`config.mk`:
```
export PLATFORM = sky130hd
export DESIGN_NAME = pattern_tx
export DESIGN_NICKNAME = d
export VERILOG_FILES = /design/src/rtl/pattern_tx.sv
export SDC_FILE = /design/constraint.sdc
export NUM_CORES = 1
export LEC_CHECK = 0
export CORE_ASPECT_RATIO = 1.1
export CORE_MARGIN = 3
export CORE_UTILIZATION = 29
export DETAILED_ROUTE_END_ITERATION = 16
export DONT_BUFFER_PORTS = 1
export SLEW_MARGIN = 20
export SYNTH_ARGS = -nofsm -noshare
export SYNTH_HDL_FRONTEND = slang
export SYNTH_SLANG_ARGS = --single-unit
```
`constraint.sdc`:
```
create_clock -name clk -period 4.6 [get_ports clk]
set_clock_uncertainty 0.2 [all_clocks]
set_input_delay 0.46 -clock clk [delete_from_list [all_inputs] [get_ports clk]]
set_output_delay 0.46 -clock clk [all_outputs]
set_load 0.1 [all_outputs]
```
`src/rtl/pattern_tx.sv`:
```
// Serial pattern transmitter: sends PATTERN MSB-first a programmable number of times,
// with optional zero gap bits between repetitions. Outputs decode from registered state only.
module pattern_tx #(
    parameter int unsigned       PAT_W   = 4,
    parameter logic [PAT_W-1:0]  PATTERN = 4'b1101,
    parameter int unsigned       GAP     = 1,
    parameter int unsigned       CNT_W   = 4
) (
    input  logic             clk,
    input  logic             n_rst,
    input  logic             start,
    input  logic [CNT_W-1:0] rep_count,
    input  logic             abort,
    output logic             o,
    output logic             bit_valid,
    output logic             busy,
    output logic             done
);

    localparam int unsigned BIT_W = $clog2(PAT_W);
    localparam int unsigned GAP_W = (GAP > 1) ? $clog2(GAP) : 1;

    localparam logic [BIT_W-1:0] LAST_BIT = BIT_W'(PAT_W - 1);
    localparam logic [GAP_W-1:0] LAST_GAP = GAP_W'((GAP == 0) ? 0 : GAP - 1);

    localparam logic [1:0] S_IDLE  = 2'd0;
    localparam logic [1:0] S_SHIFT = 2'd1;
    localparam logic [1:0] S_GAP   = 2'd2;
    localparam logic [1:0] S_DONE  = 2'd3;

    logic [1:0]       state_q, state_d;
    logic [PAT_W-1:0] shift_q, shift_d;
    logic [BIT_W-1:0] bit_cnt_q, bit_cnt_d;
    logic [CNT_W-1:0] rem_q, rem_d;
    logic [GAP_W-1:0] gap_cnt_q, gap_cnt_d;

    always_comb begin
        state_d   = state_q;
        shift_d   = shift_q;
        bit_cnt_d = bit_cnt_q;
        rem_d     = rem_q;
        gap_cnt_d = gap_cnt_q;

        case (state_q)
            S_IDLE: begin
                if (start && !abort) begin
                    if (rep_count == '0) begin
                        state_d = S_DONE;
                    end else begin
                        rem_d     = rep_count;
                        shift_d   = PATTERN;
                        bit_cnt_d = '0;
                        state_d   = S_SHIFT;
                    end
                end
            end

            S_SHIFT: begin
                if (abort) begin
                    state_d   = S_IDLE;
                    shift_d   = '0;
                    bit_cnt_d = '0;
                    rem_d     = '0;
                    gap_cnt_d = '0;
                end else begin
                    shift_d   = shift_q << 1;
                    bit_cnt_d = bit_cnt_q + BIT_W'(1);
                    if (bit_cnt_q == LAST_BIT) begin
                        bit_cnt_d = '0;
                        rem_d     = rem_q - CNT_W'(1);
                        if (rem_q == CNT_W'(1)) begin
                            state_d = S_DONE;
                        end else if (GAP != 0) begin
                            gap_cnt_d = '0;
                            state_d   = S_GAP;
                        end else begin
                            // Back-to-back: reload so the next MSB follows without a bubble.
                            shift_d = PATTERN;
                        end
                    end
                end
            end

            S_GAP: begin
                if (abort) begin
                    state_d   = S_IDLE;
                    shift_d   = '0;
                    bit_cnt_d = '0;
                    rem_d     = '0;
                    gap_cnt_d = '0;
                end else if (gap_cnt_q == LAST_GAP) begin
                    gap_cnt_d = '0;
                    shift_d   = PATTERN;
                    state_d   = S_SHIFT;
                end else begin
                    gap_cnt_d = gap_cnt_q + GAP_W'(1);
                end
            end

            S_DONE: begin
                state_d = S_IDLE;
            end

            default: begin
                state_d = S_IDLE;
            end
        endcase
    end

    always_ff @(posedge clk or negedge n_rst) begin
        if (!n_rst) begin
            state_q   <= S_IDLE;
            shift_q   <= '0;
            bit_cnt_q <= '0;
            rem_q     <= '0;
            gap_cnt_q <= '0;
        end else begin
            state_q   <= state_d;
            shift_q   <= shift_d;
            bit_cnt_q <= bit_cnt_d;
            rem_q     <= rem_d;
            gap_cnt_q <= gap_cnt_d;
        end
    end

    assign o         = (state_q == S_SHIFT) && shift_q[PAT_W-1];
    assign bit_valid = (state_q == S_SHIFT);
    assign busy      = (state_q == S_SHIFT) || (state_q == S_GAP);
    assign done      = (state_q == S_DONE);

endmodule

```
# Word-level counts from Yosys, hierarchy flattened
# Cells that the tools add are included.
# classes
eq_ne,11
reduce_logical,13
muxes,32
add_sub_neg,3
# op_table
operator,count
4-bit 2-to-1 mux,10
4-bit case mux with 3 select lines,2
2-bit 2-to-1 mux,11
2-bit case mux with 4 select lines,1
4-bit AND reduction,2
2-bit equality test (second input constant),3
1-bit 2-to-1 mux,6
2-bit != test (second input constant),3
3-bit != test (second input constant),2
2-bit case mux with 3 select lines,1
3-bit AND reduction,2
5-bit AND reduction,1
4-bit by 1-bit equality test with 1-bit output (second input constant),1
4-bit logical NOT,1
4-bit by 1-bit subtractor with 4-bit output (second input constant),1
3-bit by 2-bit != test with 1-bit output (second input constant),1
3-bit nonzero test,1
2-bit by 1-bit adder with 2-bit output (second input constant),1
2-bit by 1-bit equality test with 1-bit output (second input constant),1
1-bit logical AND,2
2-bit logical NOT,1
1-bit case mux with 2 select lines,1
2-bit nonzero test,1
1-bit adder (second input constant),1
other kinds (2),2
# word_totals
ff_bits,13
inputBits,8
elab_cells,64
out_inout_bits,4

# Logic depth before layout (Yosys ltp)
# Gate-level depths: netlist (run 1).
# depth
ltp_word,5
ltp_mapped,7
mapped_depth_nobuf,6

# Worst setup path after synthesis (run 1)
# No wires, ideal clock.
# synth_timing
kind,reg2out
from,reg state_q[1]
to,out o
path_buffers,0
slack_ps,1745
stages_incl_launch_ff,4
required_ps,3940
arrival_time_ps,2195
cell_sequence,dfrtp_1 > inv_1 > ha_1 > and2_1
# synth_between
elab_chain_cells,2
# synth_rtl
item,line_no,source
start: declaration,31,"logic [1:0] state_q, state_d;"
start signal: assignment,118,state_q <= state_d;
2-bit by 1-bit equality test with 1-bit output,-,
via bit_valid,15,"output logic bit_valid,"
1-bit logical AND,126,assign o = (state_q == S_SHIFT) && shift_q[PAT_W-1];
end: declaration,14,"output logic o,"
# The timed path passes the listed nets, and every way through them passes these cells.

# Worst setup path after layout (run 1)
# layout_timing
from,reg state_q[1]
to,out o
# layout_between
elab_chain_cells,2
# layout_rtl
item,line_no
2-bit by 1-bit equality test with 1-bit output,126
1-bit logical AND,126
# No other way between the ends.

==> impl.org, run 1 <==
** Outcome
- The run finished with clean final reports.

** Clocking
- The longest clock path from root to sink contains 2 buffers.
- In this run the number of H-tree levels came out at 1.
- TritonCTS created 3 clock buffers.
- Post-CTS repair timing setup buffer count :: 0
- The clock reaches the later pin of the worst-skew pair after approximately 270 ps.
- CTS tree :: done
- Clock-pin slew on the worst setup and hold paths :: 70 ps
- Clock sinks :: 12
- The cell sitting at the root of the clock tree is a sky130_fd_sc_hd__clkbuf_4.
- Total of cells resized after clock tree synthesis :: 0
- The number of hold buffers added after CTS was 1.

** Worst setup path
- R2r startpoint :: state_q[0]
- The number of buffers and inverters on the critical path is 2.
- The worst setup path is launched from a register.
- CP max stage delay :: around 820 ps
- STA classifies the critical path endpoint as a primary output.
- STA puts the critical path data required time at 3940 ps.
- Among cell families on the critical path, the largest total delay comes from simple AND/OR/NAND/NOR gates.
- Walking the worst path, the cells encountered are inv_1 > ha_1 > buf_4 > and2_1.
- Data on the critical path arrives at its endpoint at 2100 ps.
- Along the worst path, the maximum fanout reaches 5.
- The critical path starts at state_q[1].
- Class of the most critical setup path :: reg2out
- Among all stages on the critical path, the largest delay is contributed by sky130_fd_sc_hd__and2_1.

** Die
- The floorplan step set the die width to ~56 µm.
- The die covers 3470 µm².
- Die Y :: 61.5 µm
- Once the floorplan was initialized, standard cells occupied about a third of the core.
- During I/O placement, the number of pins put on the boundary was 12.
- Number of rows created at floorplan :: 19
- Total core area :: 2590 µm²

** Layout
- Summing all multi-input logic gate instances after layout gives 478 µm².
- In the final layout, the share of cells above drive strength 1 is 11.0%.
- The repair_antennas step left the layout with diodes totalling 0.
- After routing the design area is 905 µm².
- The final layout contains 108 nets.
- Final non-filler cell total :: ~120
- FF+latch area :: 300 µm²
- Relative to the synthesized area, the layout overhead comes to 11.4%.
- Number of fill cells in the layout :: 267

** Global routing
- Initial antenna violation count :: 0
- For this run the aggregate overflow at the end of global routing stands at 0.
- The first global-routing pass estimated roughly 3000 µm of wire.
- The number of global-route vias before repair came to 636.
- Pin count of the biggest net entering global routing :: 15
- Overall track demand over capacity in global routing :: 10.9%

** Yosys
- Averaged over all synthesized cells, the footprint is roughly 9.4 µm².
- Summed over all instances, the cell type with the most area after synthesis is sky130_fd_sc_hd__dfrtp_1.
- Synthesis handed over a netlist of 86 instances.
- The mapped netlist covers 812 µm².
- Synthesis warning total :: 0
- Total of flip-flops plus latches after synthesis :: 12
- Net count after synthesis :: ~100
- Counting distinct cell types in the post-synthesis netlist gives 31.
- Of the synthesized area, sequential elements account for 37.0%.
- Top-area cell type share of the netlist area :: 37.0%
- Yosys attributes the largest share of cell area to sky130_fd_sc_hd__dfrtp_1, sky130_fd_sc_hd__ha_1, sky130_fd_sc_hd__nand2_1.

** Job
- Max-cap violations :: 0

** Place
- Input and output buffers added on the ports amount to 0.
- Placer congestion estimate :: 0.843
- Placed Cells incl. Taps :: 117
- Placed inst area :: roughly 860 µm²
- Detailed placement finished with a half-perimeter wire length of roughly 1400 µm.

** STA
- Final hold analysis gives a worst-case slack of 176 ps.
- Based on the critical path, the design can be clocked at up to roughly 360 MHz.
- Hold Violations, Final :: 0
- Part of the cycle the worst path needs :: about 60%
- Adding up every negative setup slack in the final design gives 0 ps.
- The worst path needs about 2800 ps of the cycle, external delays included.
- The worst pin sits at a relative slew slack of ~36%.
- RSZ-0062 raised after global routing :: no
- Max-slew violation count :: 0
- For the pin with the worst max-slew slack, the measured transition is 959 ps.
- Setup violations remaining at the end of the flow were counted as 0.

** Detailed routing
- Drt wl/cell :: 14.0 µm
- The routed layout has between 600 and 700 vias.
- The pre-antenna-repair detailed-routing pass consisted of 4 iterations.
- Dividing the detail-routed via count by the number of cells gives 5.34.
- Post-route antenna net violation count :: 0
- In the routed design, unresolved DRC markers number 0.
- Routed wire length :: 1710 µm
- For this block, the initial DRC count from the detailed router was 20.

** Min path
- In this run the worst hold path is classified as in2reg.
- The worst hold path begins at rep_count[1].
==> worst register-to-register path: stages, from the launching register on <==
cell and delay [ps]:
sky130_fd_sc_hd__dfrtp_1 400, sky130_fd_sc_hd__inv_1 100, sky130_fd_sc_hd__ha_1 620, sky130_fd_sc_hd__a32oi_4 260, sky130_fd_sc_hd__or2_2 370, sky130_fd_sc_hd__a211o_1 300
==> registers in the layout, indices dropped and copies added, names as in the netlist <==
signal     cells
shift_q        4
state_q        2
bit_cnt_q      2
rem_q          4
==> Yosys cell counts <==
| master | instances |
|---|---|
| sky130_fd_sc_hd__a211o_1 | 1 |
| sky130_fd_sc_hd__a21oi_1 | 5 |
| sky130_fd_sc_hd__a221oi_1 | 1 |
| sky130_fd_sc_hd__a32oi_4 | 1 |
| sky130_fd_sc_hd__a41o_1 | 1 |
| sky130_fd_sc_hd__a41oi_1 | 2 |
| sky130_fd_sc_hd__and2_1 | 1 |
| sky130_fd_sc_hd__and4bb_1 | 1 |
| sky130_fd_sc_hd__buf_1 | 1 |
| sky130_fd_sc_hd__clkbuf_1 | 1 |
| sky130_fd_sc_hd__dfrtp_1 | 12 |
| sky130_fd_sc_hd__ha_1 | 8 |
| sky130_fd_sc_hd__inv_1 | 7 |
| sky130_fd_sc_hd__mux2i_1 | 2 |
| sky130_fd_sc_hd__nand2_1 | 8 |
| sky130_fd_sc_hd__nand2b_1 | 4 |
| sky130_fd_sc_hd__nand3_1 | 1 |
| sky130_fd_sc_hd__nand4_1 | 1 |
| sky130_fd_sc_hd__nand4b_1 | 2 |
| sky130_fd_sc_hd__nor2_1 | 6 |
| sky130_fd_sc_hd__nor2b_1 | 3 |
| sky130_fd_sc_hd__nor3_1 | 2 |
| sky130_fd_sc_hd__nor3b_1 | 1 |
| sky130_fd_sc_hd__nor3b_2 | 1 |
| sky130_fd_sc_hd__o21ai_0 | 2 |
| sky130_fd_sc_hd__o21ai_1 | 5 |
| sky130_fd_sc_hd__o2bb2ai_1 | 1 |
| sky130_fd_sc_hd__o311a_1 | 1 |
| sky130_fd_sc_hd__o31ai_1 | 2 |
| sky130_fd_sc_hd__or2_2 | 1 |
| sky130_fd_sc_hd__or4_4 | 1 |
==> cells by family after synthesis <==
group / after synthesis / share of synthesized area [%]
fa+ha+maj: 8 / 12.3
compound gates: 22 / 20.5
simple gates: 33 / 23.6
flops: 12 / 37.0
mux: 2 / 2.47
buf+inv: 9 / 4.16
==> worst paths after layout <==
check | endpoint | slack, ps | cells after the start
min in group asynchronous | shift_q[1] | 410 | 1
setup reg to reg | rem_q[2] | 2240 | 5
setup / recovery | o | 1840 | 4
hold / removal | rem_q[1] | 180 | 2
hold reg to reg | bit_cnt_q[1] | 290 | 2
max in group asynchronous | rem_q[2] | 3420 | 1
==> cell usage in the layout, fill, tap and decap left out, types with 2 or more instances in the layout <==
cell type	count
sky130_fd_sc_hd__nand4b_1	2
sky130_fd_sc_hd__buf_4	2
sky130_fd_sc_hd__dfrtp_1	12
sky130_fd_sc_hd__clkbuf_4	3
sky130_fd_sc_hd__o21ai_0	2
sky130_fd_sc_hd__nor2b_1	3
sky130_fd_sc_hd__a41oi_1	2
sky130_fd_sc_hd__mux2i_1	2
sky130_fd_sc_hd__o21ai_1	5
sky130_fd_sc_hd__a21oi_1	5
sky130_fd_sc_hd__o31ai_1	2
sky130_fd_sc_hd__inv_1	7
sky130_fd_sc_hd__nor2_1	6
sky130_fd_sc_hd__nor3_1	2
sky130_fd_sc_hd__nand2_1	8
sky130_fd_sc_hd__nand2b_1	4
sky130_fd_sc_hd__ha_1	8
==> metal layers <==
metal / GRT usage (%) / wire (µm) / vias up
li1: - / - / 323
met5: 0 / 0 / -
met1: 13.8 / 784 / 312
met2: 18.0 / 816 / 16
met3: 3.14 / 114 / 0
met4: 4.07 / 0 / 0
==> cell type report <==
cell class                      count  share of cell area, %
Multi-Input combinational cell     65                   52.8
Sequential cell                    12                   33.2
Clock buffer                        4                   4.01
Tap cell                           31                   4.29
Timing Repair Buffer                3                   2.77
Inverter                            7                   2.90
==> stage by stage <==
stage	setup WS, ps	util [%]
floorplan	1750	-
global placement	2170	33.1
detailed placement	2140	33.1
CTS	1820	34.9
global route	1750	34.9
finish	1840	34.9
Power of run 1 is left out: the tool's default activity adds up to more than one toggle a clock period on the data nets, which glitch-free logic cannot reach.
==> run 2, diff against run 1 <==
- clock period: 4.6 -> 2.69 ns (I/O delays scaled with it)
==> impl.org, run 2 (synthesized netlist as in run 1, its figures left out) <==
** STA
- The final critical-path setup slack was 475 ps (-1370 ps).
- Max transition margin :: 61.1% (+25 points)
- Time the worst path needs with I/O delays and setup :: 2210 ps
- F_max :: 451 MHz
- Worst slack on hold paths :: 31.5 ps (-145 ps)
- Final setup viols :: 0 (unchanged)
- Max-slew violation count :: 0 (unchanged)
- RSZ-0062 raised after global routing :: no
- Part of the cycle the worst path needs :: between 80% and 90%
- Worst Tran Pin Value :: 583 ps (-377 ps)
- The aggregate negative setup slack came to 0 ps (unchanged).
- The final hold violation count was 0 (unchanged).

** Global routing
- Wire length of the first global-routing pass :: 2860 µm (-2.1%)
- The global-route usage over all layers came to 10.8% (-0.099 points).
- Residual overflow from global routing :: 0 (unchanged)
- The number of antenna violations at the first check in global routing came to 0 (unchanged).
- The pin count of the biggest net entering global routing was 13 (-2).
- The number of global-route vias before repair is 643 (+1.1%).

** Layout
- Commonest cells after routing, fill and taps aside :: sky130_fd_sc_hd__dfrtp_1, sky130_fd_sc_hd__nand2_1, sky130_fd_sc_hd__ha_1
- The number of inserted diodes was 0 (unchanged).
- The combined area of the multi-input logic cells came to 478 µm² (unchanged).
- The storage element area was 300 µm² (unchanged).
- Fraction of final layout cells sized beyond drive strength 1 :: 13.8% (+2.8 points)
- The library cell used most frequently in the layout, excluding fill and tap cells, is sky130_fd_sc_hd__dfrtp_1.
- In the final layout, the registers with the most flip-flops are rem_q x4, shift_q x4.
- Final non-filler cell total :: 125 (+2.5%)
- The area growth from synthesis to layout is 14.9%.
- NumNets Final :: 112 (+3.7%)
- The number of fill cells is 268 (+0.37%).

** Clocking
- CTS Buf Count :: 3 (unchanged)
- The H-tree depth is 1 (unchanged).
- The worst-skew pair later-pin latency is 260 ps (about the same).
- The maximum clock insertion buffer count was 2 (unchanged).
- The clock-pin transition on the worst setup and hold timing paths came to 70 ps (about the same).
- TritonCTS built the clock tree.
- The sink count of the clock tree came to 12 (unchanged).
- Total of cells resized after clock tree synthesis :: 0 (unchanged)
- The cell sitting at the root of the clock tree is a sky130_fd_sc_hd__clkbuf_4.

** Place
- Placed Cells incl. Taps :: 121 (+3.4%)
- Number of buffers inserted by port buffering :: 0 (unchanged)
- The worst setup timing slack at the placement stage is 542 ps (-1600 ps).
- Placer congestion estimate :: 0.839 (-0.39%)
- The post-DP HPWL is 1450 µm (+7.2%).

** Min path
- In this run the most critical hold path is launched from rep_count[1].
- The min-delay analysis places its worst path in the category in2reg.
- Worst Hold Path EP :: rem_q[1]
- Hold path cells :: 2 (unchanged)

** Worst setup path
- Reg-to-reg slack, setup :: 540 ps (-1700 ps)
- The number of cells traversed by the worst register-to-register path came to 6 (+1).
- Start point of the critical path :: state_q[1]
- Arr. time, crit path :: 1750 ps (-350 ps)
- Largest fanout on the critical path :: 4 (-1)
- In this run the critical register-to-register path is captured at rem_q[2].
- Required time of the critical path :: 2220 ps (-1720 ps)
- STA classifies the critical path endpoint as a primary output.
- R2r startpoint :: state_q[0]
- The critical path is of the reg2out type.
- The worst setup path is launched from a register.

** Detailed routing
- The detailed-router iteration count before antenna repair was 4 (unchanged).
- Overall via count from detail_route :: 659 (+1.2%)
- The number of remaining DRC errors was 0 (unchanged).
- The average routed wire per standard cell was 13.9 µm (-0.86%).
- The remaining number of nets flagged by the antenna check after routing came to 0 (unchanged).
- The count of routing violations after the opening detailed-route iteration came to 5 (-75%).
- The total wirelength of the detailed-routed design is 1740 µm (+1.6%).
- The ratio of routed vias to standard cells is 5.27 (-1.2%).

** Outcome
- Status :: finished clean

** Die
- Number of rows created at floorplan :: 19 (unchanged)
- The initial core utilization was 31.3% (unchanged).
- The width of the die came to 56.5 µm (unchanged).
- The die outline area came to 3470 µm² (unchanged).
- The placeable core region came to 2590 µm² (unchanged).
- Die Y :: 61.5 µm (unchanged)
- Count of pins on the block boundary :: 12 (unchanged)

** Job
- Max-cap violations :: 0 (unchanged)
==> run 2: cell types whose count changed in the layout (fill, tap and decap cells not counted), sizes merged <==
cell | previous run | this run
clkbuf | 4 | 3
buf | 2 | 6
==> run 2: critical path: stages, from the launching register on <==
cell and delay (ps):
sky130_fd_sc_hd__dfrtp_1 400, sky130_fd_sc_hd__inv_1 120, sky130_fd_sc_hd__ha_1 230, sky130_fd_sc_hd__buf_4 320
sky130_fd_sc_hd__and2_1 220, sky130_fd_sc_hd__buf_12 180
==> run 2: final cells by class <==
type	count	area share (%)
flip-flops and latches	12	32.2
inverters	7	2.82
repair buffers	7	7.24
well taps	31	4.16
clock buffers	3	2.41
multi-input cells	65	51.2
==> run 2: worst max-delay path by stage <==
stage | depth (start not counted) | slack, ps | end
global route | 5 | 350 | o
floorplan | 3 | 30 | o
finish | 5 | 480 | o
detailed placement | 6 | 540 | rem_q[2]
global placement | 6 | 630 | rem_q[2]
CTS | 5 | 460 | o
==> run 2: through the flow <==
stage	util, %	cell area [µm²]
after global routing	36.0	933
after global placement	34.8	901
after CTS	36.0	933
final	36.0	933
after floorplan	-	812
after detailed placement	34.8	901
==> run 2: timing repair <==
action,4_1_cts,5_1_grt
hold endpoints to repair,12,0
hold buffers,1,0
setup buffers,0,0
==> run 2: layer usage <==
metal	up-vias	GRT usage [%]	share of wire, %
met5	-	0	0
met4	0	7.80	1.6
met3	4	3.35	6.9
li1	329	-	-
met2	11	17.8	48
met1	315	12.1	44
Power of run 2 is left out for the same reason.
==> run 3, diff against run 2 <==
- clock period: 2.69 -> 2.01 ns (I/O delays scaled with it)
==> impl.org, run 3 (synthesized netlist as in run 1, its figures left out) <==
** Outcome
- The run finished with clean final reports.

** Global routing
- The pin count of the biggest net entering global routing came to 13 (unchanged).
- The total congestion overflow after global routing came to 0 (unchanged).
- The number of antenna violations at the first check in global routing came to 0 (unchanged).
- The number of global-route vias before repair was 672 (+4.5%).
- The wire length of the first global-routing pass was 3280 µm (+15%).
- The global-route usage over all layers came to 12.6% (+1.7 points).

** Worst setup path
- Arr. time, crit path :: 1900 ps (+150 ps)
- The worst-path maximum fanout came to 4 (unchanged).
- Setup crit start kind :: register
- CP max stage cell :: sky130_fd_sc_hd__dfrtp_1
- Required time of the critical path :: 1980 ps (-240 ps)
- Crit end category :: register
- The critical path goes through inv_2 > ha_1 > and4bb_1 > a32oi_4 > or2_4 > a211o_1.
- Class of the most critical setup path :: reg2reg
- CP max stage delay :: 370 ps (-30 ps)

** Place
- Placement Setup Slack :: 109 ps (-433 ps)
- Number of buffers inserted by port buffering :: 0 (unchanged)
- The number of placed cells counting well taps was 126 (+4.1%).
- Dpl hpwl :: 1460 µm (+0.36%)
- The post-place instance area came to 967 µm² (+7.4%).
- Placer congestion estimate :: 0.893 (+6.4%)

** Detailed routing
- Number of DRC violations after detailed routing :: 0 (unchanged)
- The average routed wire per standard cell was 14.5 µm (+4.1%).
- The ratio of routed vias to standard cells was 5.43 (+3.0%).
- Met3 routed WL :: 107 µm (-11%)
- M1 WL :: 858 µm (+12%)
- Number of optimization iterations in the first detailed-route pass :: 4 (unchanged)
- Starting DRC count in detailed routing :: 30 (+25)
- Highest signal layer in the routed design :: met4
- Post-route antenna net violation count :: 0 (unchanged)
- Overall via count from detail_route :: 717 (+8.8%)
- The total wirelength of the detailed-routed design is 1910 µm (+9.9%).
- Met2 WL :: 902 µm (+8.9%)

** Layout
- Final non-filler cell total :: 132 (+5.6%)
- End-of-flow core utilization :: 39.9% (+3.9 points)
- The number of fill cells is 255 (-4.9%).
- Fraction of final layout cells sized beyond drive strength 1 :: 23.8% (+9.9 points)
- The library cells used most frequently in the layout, excluding fill and tap cells, are sky130_fd_sc_hd__dfrtp_1, sky130_fd_sc_hd__nand2_1, sky130_fd_sc_hd__buf_4.
- The area growth from synthesis to layout is 27.3%.
- Final std cell area, no fill :: 1030 µm² (+11%)
- The number of inserted diodes is 0 (unchanged).
- Registers with the most flip-flops :: rem_q x4, shift_q x4
- Leading cell type in the layout, fill and taps excluded :: sky130_fd_sc_hd__dfrtp_1
- NumNets Final :: 118 (+5.4%)

** Power
- Combinational cells account for 68.4% of the total power.
- In this run, the clock network consumes 10.5% of the power.
- Relative contribution of sequential cells to total power :: 21.1%
- In this run the power spent charging and discharging nets is 0.976 mW.
- Dividing total power by cell area gives a power density of around 1900 nW/µm².
- For this design the static power due to leakage is 0.462 nW.
- Peak supply drop :: 814 µV
- Internal Pwr Total :: 0.982 mW
- Net switching is between 40% and 50% of the power.
- Summing internal, switching and leakage power gives 1.96 mW.

** STA
- Part of the cycle the worst path needs :: between 90% and 100%
- Setup repair after global routing left no endpoint under its margin.
- Hold Violations, Final :: 0 (unchanged)
- F_max :: about 520 MHz
- Final setup viols :: 0 (unchanged)
- Worst setup margin :: 84.8 ps (-390 ps)
- Max-slew violation count :: 0 (unchanged)
- The worst relative slew slack is 59.9% (-1.1 points).
- Final total negative setup slack :: 0 ps (unchanged)
- Time the worst path needs with I/O delays and setup :: 1930 ps
- The worst-case hold slack is 6.18 ps (-25.3 ps).
- Worst Tran Pin Value :: 599 ps (+16.2 ps)

** Clocking
- CTS tree :: done
- The number of clock buffers inserted by TritonCTS was 3 (unchanged).
- Number of H-tree levels :: 1 (unchanged)
- Later-pin clock latency in the skew report :: 290 ps (+30 ps)
- The maximum clock insertion buffer count is 2 (unchanged).
- Clock-pin slew on the worst setup and hold paths :: 90 ps (+20 ps)
- The sink count of the clock tree was 12 (unchanged).
- The number of setup buffers added after CTS is 0 (unchanged).
- CTS Root Buffer Type :: sky130_fd_sc_hd__clkbuf_4

** Die
- Total core area :: 2590 µm² (unchanged)
- Die Y :: 61.5 µm (unchanged)
- The number of top-level pins came to 12 (unchanged).
- Die outline area :: 3470 µm² (unchanged)
- The width of the die came to 56.5 µm (unchanged).
- The initial core utilization is 31.3% (unchanged).
- The cell row count is 19 (unchanged).

** Job
- The count of maximum capacitance violations is 0 (unchanged).

** Min path
- Tightest Hold Check Type :: in2reg
-- run 3: path summary, 6_finish.rpt --
kind | start | endpoint | slack [ps] | cells after the start
setup / recovery | state_q[0] | rem_q[2] | 80 | 6
hold / removal | start | shift_q[0] | 6 | 3
setup reg to reg | state_q[0] | rem_q[2] | 80 | 6
hold reg to reg | bit_cnt_q[0] | bit_cnt_q[0] | 290 | 1
max in group asynchronous | n_rst | rem_q[3] | 1070 | 1
min in group asynchronous | n_rst | shift_q[2] | 150 | 1
-- run 3: what timing repair did --
item / 4_1_cts / 5_1_grt
setup endpoints to repair: 0 / 3
hold buffers: 2 / 0
resized for setup: 0 / 3
hold endpoints to repair: 13 / 0
-- run 3: final cells by class --
class | count | area [µm²] | area share [%]
tap | 31 | 38.8 | 3.75
clock buffer | 4 | 36.3 | 3.51
inverter | 7 | 26.3 | 2.54
timing repair buffer | 13 | 123 | 11.9
sequential | 12 | 300 | 29.1
multi-input combinational | 65 | 509 | 49.3
-- run 3: power by group through the flow --
stage | registers, mW | logic [mW] | clock network, mW
floorplan | 0.406 | 0.996 | 0
global placement | 0.411 | 1.28 | 0
detailed placement | 0.415 | 1.30 | 0
CTS | 0.410 | 1.32 | 0.209
global route | 0.425 | 1.46 | 0.218
finish | 0.413 | 1.34 | 0.206
-- run 3: critical path, delay by kind of cell, from the launching register on --
kind                       cells  cell delay [ps]
AOI/OAI and AO/OA              2              330
DFF                            1              370
and+or+nand+nor                2              640
buffers and inverters          1               60
adders and majority gates      1              220
-- run 3: per-layer routing --
layer | global-route usage [%] | vias to the layer above
met2 | 20.6 | 26
met4 | 8.14 | 0
met1 | 15.5 | 343
met3 | 2.10 | 5
li1 | - | 343
met5 | 0 | -
Power figures use the tool's default switching activity.
